[config.mk]
export PLATFORM = sky130hd
export DESIGN_NAME = muladd_seq
export DESIGN_NICKNAME = d
export VERILOG_FILES = /design/src/rtl/muladd_seq_pkg.sv /design/src/rtl/muladd_opbuf.sv /design/src/rtl/muladd_seq.sv
export SDC_FILE = /design/constraint.sdc
export NUM_CORES = 1
export LEC_CHECK = 0
export ABC_CLOCK_PERIOD_IN_PS = 3070
export CORE_MARGIN = 1
export CORE_UTILIZATION = 55
export CTS_BUF_LIST = sky130_fd_sc_hd__clkbuf_4
export DETAILED_ROUTE_END_ITERATION = 12
export PLACE_DENSITY = 0.75
export SYNTH_ARGS = -nofsm -noshare
export SYNTH_HDL_FRONTEND = slang
export SYNTH_SLANG_ARGS = --single-unit
[constraint.sdc]
create_clock -name ap_clk -period 3.07 [get_ports ap_clk]
set_clock_uncertainty 0.05 [all_clocks]
set_input_delay 0.7675 -clock ap_clk [delete_from_list [all_inputs] [get_ports ap_clk]]
set_output_delay 0.7675 -clock ap_clk [all_outputs]
set_load 0.005 [all_outputs]
[src/rtl/muladd_seq_pkg.sv]
// Shared types and defaults for the muladd_seq dot-product sequencer.
package muladd_seq_pkg;

    localparam int DEF_DEPTH = 16;
    localparam int DEF_AW    = 4;
    localparam int DEF_DW    = 16;
    localparam int DEF_RW    = 32;

    // Result reported when the watchdog gives up on the core.
    localparam logic [31:0] TIMEOUT_RESULT = 32'hDEAD_BEEF;

    typedef enum logic [1:0] {
        IDLE  = 2'd0,
        START = 2'd1,
        RUN   = 2'd2,
        HOLD  = 2'd3
    } state_t;

endpackage

[src/rtl/muladd_opbuf.sv]
// Operand buffer: DEPTH x DW array, one write port, one registered
// ce-qualified read port whose output holds between enabled reads.
module muladd_opbuf
    import muladd_seq_pkg::*;
#(
    parameter int DEPTH = DEF_DEPTH,
    parameter int AW    = DEF_AW,
    parameter int DW    = DEF_DW
) (
    input  logic          clk,
    input  logic          rst,
    input  logic          we,
    input  logic [AW-1:0] waddr,
    input  logic [DW-1:0] wdata,
    input  logic          re,
    input  logic [AW-1:0] raddr,
    output logic [DW-1:0] q
);

    logic [DW-1:0] mem [DEPTH];

    always_ff @(posedge clk) begin
        if (we) mem[waddr] <= wdata;
    end

    always_ff @(posedge clk or posedge rst) begin
        if (rst)     q <= '0;
        else if (re) q <= mem[raddr];
    end

endmodule

[src/rtl/muladd_seq.sv]
// Sequencer for an ap_ctrl_hs dot-product core: operand buffers, start
// handshake and valid/ready result capture. Watchdog: MULADD_SEQ_WATCHDOG_EN.
module muladd_seq
    import muladd_seq_pkg::*;
#(
    parameter int DEPTH       = DEF_DEPTH,
    parameter int AW          = DEF_AW,
    parameter int DW          = DEF_DW,
    parameter int RW          = DEF_RW,
    parameter int TIMEOUT_CYC = 4096
) (
    input  logic          ap_clk,
    input  logic          ap_rst,
    input  logic          wr_en,
    input  logic          wr_sel,
    input  logic [AW-1:0] wr_addr,
    input  logic [DW-1:0] wr_data,
    output logic          wr_err,
    input  logic          cmd_valid,
    output logic          cmd_ready,
    output logic          res_valid,
    input  logic          res_ready,
    output logic [RW-1:0] res_data,
    output logic          busy,
    output logic          core_start,
    input  logic          core_done,
    input  logic          core_idle,
    input  logic          core_ready,
    input  logic [RW-1:0] core_ret,
    input  logic [AW-1:0] a_address0,
    input  logic          a_ce0,
    output logic [DW-1:0] a_q0,
    input  logic [AW-1:0] b_address0,
    input  logic          b_ce0,
    output logic [DW-1:0] b_q0
`ifdef MULADD_SEQ_WATCHDOG_EN
    ,
    output logic          timeout
`endif
);

    state_t state, state_nx;
    logic   accept, wr_ok, run_done, wd_hit, active;
    logic   unused;

    assign active   = (state == START) || (state == RUN);
    assign accept   = cmd_valid && cmd_ready;
    assign wr_ok    = wr_en && !active;
    // A combinational core may finish in the same cycle it acknowledges start.
    assign run_done = core_done && (((state == START) && core_ready) || (state == RUN));
    assign unused   = core_idle ^ (TIMEOUT_CYC == 0);

`ifdef MULADD_SEQ_WATCHDOG_EN
    localparam int CW = $clog2(TIMEOUT_CYC + 1);
    logic [CW-1:0] wd_cnt;

    assign wd_hit = active && !run_done && (wd_cnt == CW'(TIMEOUT_CYC - 1));

    always_ff @(posedge ap_clk or posedge ap_rst) begin
        if (ap_rst) begin
            wd_cnt  <= '0;
            timeout <= 1'b0;
        end else begin
            if (accept)      wd_cnt <= '0;
            else if (active) wd_cnt <= wd_cnt + CW'(1);
            if (accept)      timeout <= 1'b0;
            else if (wd_hit) timeout <= 1'b1;
        end
    end
`else
    assign wd_hit = 1'b0;
`endif

    always_ff @(posedge ap_clk or posedge ap_rst) begin
        if (ap_rst) state <= IDLE;
        else        state <= state_nx;
    end

    always_comb begin
        state_nx = state;
        case (state)
            IDLE:    if (accept) state_nx = START;
            START:   if (run_done || wd_hit) state_nx = HOLD;
                     else if (core_ready)    state_nx = RUN;
            RUN:     if (run_done || wd_hit) state_nx = HOLD;
            HOLD:    if (res_valid && res_ready) state_nx = IDLE;
            default: state_nx = IDLE;
        endcase
    end

    always_comb begin
        core_start = (state == START);
        busy       = (state != IDLE);
        cmd_ready  = (state == IDLE) && !res_valid;
    end

    always_ff @(posedge ap_clk or posedge ap_rst) begin
        if (ap_rst) begin
            res_valid <= 1'b0;
            res_data  <= '0;
            wr_err    <= 1'b0;
        end else begin
            wr_err <= wr_en && active;
            if (run_done) begin
                res_data  <= core_ret;
                res_valid <= 1'b1;
            end else if (wd_hit) begin
                res_data  <= RW'(TIMEOUT_RESULT);
                res_valid <= 1'b1;
            end else if ((state == HOLD) && res_valid && res_ready) begin
                res_valid <= 1'b0;
            end
        end
    end

    muladd_opbuf #(.DEPTH(DEPTH), .AW(AW), .DW(DW)) u_buf_a (
        .clk   (ap_clk),
        .rst   (ap_rst),
        .we    (wr_ok && !wr_sel),
        .waddr (wr_addr),
        .wdata (wr_data),
        .re    (a_ce0),
        .raddr (a_address0),
        .q     (a_q0)
    );

    muladd_opbuf #(.DEPTH(DEPTH), .AW(AW), .DW(DW)) u_buf_b (
        .clk   (ap_clk),
        .rst   (ap_rst),
        .we    (wr_ok && wr_sel),
        .waddr (wr_addr),
        .wdata (wr_data),
        .re    (b_ce0),
        .raddr (b_address0),
        .q     (b_q0)
    );

endmodule

==> impl_metrics.tcl <==
set metrics [dict create \
    start_util_pct 55.7 \
    critPathRequiredTime_ns 2.25 \
    synthFlopType "edfxtp_1" \
    fillCellCount 2650 \
    grt_max_degree 65 \
    path_class "flop to primary output" \
    setup_slack_ns 0.148 \
    drt_first_pass_iters 5 \
    drive_above_1_share_pct 35.2 \
    hp-class "input port to asynchronous set/reset pin" \
    synth_top_area_cell "edfxtp_1" \
    synth_area_um2 22100 \
    areaGrowthSynthToFinish_pct 19.1 \
    row_count 73 \
    ys_types 33 \
    clk_path_buf_depth 3 \
    nets 1377 \
    synth_edf_count 512 \
    grt_pass1_wl_um 70600 \
    tightest_slew_ns 0.790 \
    setup-violations-final 0 \
    yosysSeqAreaShare_pct 77.4 \
    critPathTopFamily "buffers and inverters" \
    finalHoldViolCount 0 \
    tritoncts "built" \
    portBuffers 138 \
    clk_latency_ns 0.82 \
    place.gp.congestion 0.821 \
    dr_total_vias 11200 \
    groute.usage.overall_pct 23.7 \
    first_global_vias 12000 \
    worst_setup_path_start_kind "flop" \
    antenna_found_initial 5 \
    max_freq_mhz 342 \
    htree_levels 4 \
    cts_sinks 580 \
    ys_top_cells_by_count "edfxtp_1, mux4_2, dfrtp_1" \
    fin_crit_ns 2.92 \
    syn_area_per_cell_um2 21.9 \
    dieWidth_um 202 \
    vias_per_cell 5.80 \
    synth_area_leaders "edfxtp_1, mux4_2, dfrtp_1" \
    synth_top_area_share_pct 69.7 \
    cp_slowest_cell "clkdlybuf4s50_1" \
    power_per_cell_area_nw_per_um2 679 \
    path_max_fanout 3 \
    drv_slew 0 \
    synthCells 1006 \
    dp_hpwl_um 26500 \
    ant_nets 0 \
    yosysMostFrequentCell "edfxtp_1" \
    wl_um 46600 \
    timing.slew.headroom_pct 47.2 \
    core_um2 39600 \
    ioPinCount 140 \
    fin_crit_sh_pct 95.2 \
    ctsHoldBuffers 0 \
    tns_ns 0 \
    synthArstFlopShare_pct 11.7 \
    chipHeight_um 202 \
    cts_root_buffer "clkbuf_4" \
    maxCapViolations 0 \
    status "finished clean" \
    ys_ff_latch 580 \
    critPathMaxStageDelay_ns 0.50 \
    path_clk_slew_ns 0.06 \
    p_leak_nw 8.90 \
    drc_errors 0 \
    end_kind "primary output" \
    critPathBufInv 3 \
    max-vdd-ir-drop_uv 405 \
    rsz0062_at_grt "false" \
    numCtsBuffers 143 \
    post-place-ws_ns 0.332 \
    crit_chain "inv_2, ha_2, inv_1, nor2_1, clkdlybuf4s50_1" \
    drtIter0Drc 825 \
    worstPathArrival_ns 2.10 \
    design.die.area_um2 40900 \
    wl_per_cell_um 24.1 \
    grt_overflow 0 \
    ys.warnings.count 0 \
    synth_nets 1082 \
]
## layout make-up
class	count	area (µm²)	area share, %
Timing Repair Buffer	207	2000	7.60
Clock buffer	215	1610	6.14
Sequential cell	580	17100	65.0
Tap cell	525	657	2.50
Inverter	5	20.0	0.0762
Clock inverter	31	253	0.962
Antenna cell	5	12.5	0.0476
Multi-Input combinational cell	364	4650	17.7
## layout by cell type (no fill, tap or decap), drive strengths merged
cell / instances
ha: 5
a221oi: 16
a21o: 1
and2: 2
diode: 5
nand2: 11
nor3b: 3
o21ai: 1
a21oi: 18
a22o: 1
and3b: 1
mux2: 49
or2: 3
o221ai: 1
clkbuf: 215
clkinv: 19
edfxtp: 512
dfrtp: 68
mux2i: 16
buf: 73
clkinvlp: 1
inv: 11
clkdlybuf4s50: 134
nor2b: 2
a2bb2oi: 1
nand3: 2
nor2: 50
a311o: 1
bufinv: 5
o22ai: 48
mux4: 128
nand2b: 4
## worst paths after layout
kind,start,endpoint,slack [ns],cells after the start
max reg2reg,state[0],u_buf_a.mem[12][11],0.81,6
min,ap_rst,res_data[14],0.27,2
min in group ap_clk,res_data[8],res_data[8],0.45,1
max,state[0],cmd_ready,0.15,5
max in group asynchronous,ap_rst,u_buf_b.q[3],2.08,3
min reg2reg,res_data[8],res_data[8],0.45,1
## what timing repair did
action,CTS,global route
resized for setup,1,2
endpoints found under the setup margin,1,1
setup buffers,1,1
## power by group
group	internal, mW	switching [mW]	total (mW)
Sequential	8.99	0.212	9.21
Combinational	1.23	0.911	2.14
Clock	3.60	2.90	6.50
## metrics by stage
stage	instances	hold WS [ns]	utilization, %	instance area, µm²	power [mW]
after floorplan	1006	0.454	-	22100	10.3
after global placement	1679	0.439	61.5	24400	11.4
after detailed placement	1679	0.442	61.5	24400	11.5
after CTS	1926	0.197	66.2	26300	18.0
after global routing	1930	0.224	66.3	26300	18.6
final	1932	0.265	66.3	26300	17.8
## registers in the layout (all words and copies together), names as in the netlist
name / count
res_data: 32
u_buf_a.q: 16
wr_err: 1
u_buf_b.mem: 256
u_buf_a.mem: 256
res_valid: 1
u_buf_b.q: 16
state: 2
## routing by layer
layer	GRT usage [%]	part of all wire [%]
met4	9.00	2.7
met5	0	0
met1	31.3	39
met2	38.2	51
met3	5.92	7.5
## cell families (layout without fill, tap and decap cells)
group	count (synthesis)	in the layout	share of synthesized area [%]
AO/OA/AOI/OAI	88	88	2.91
adder cells (fa/ha/maj)	5	5	0.283
buffers and inverters	62	458	1.58
flip-flops	580	580	77.4
multiplexers	193	193	16.3
other	0	5	0
AND/OR/NAND/NOR	78	78	1.54
(Power assumes the default switching activity.)
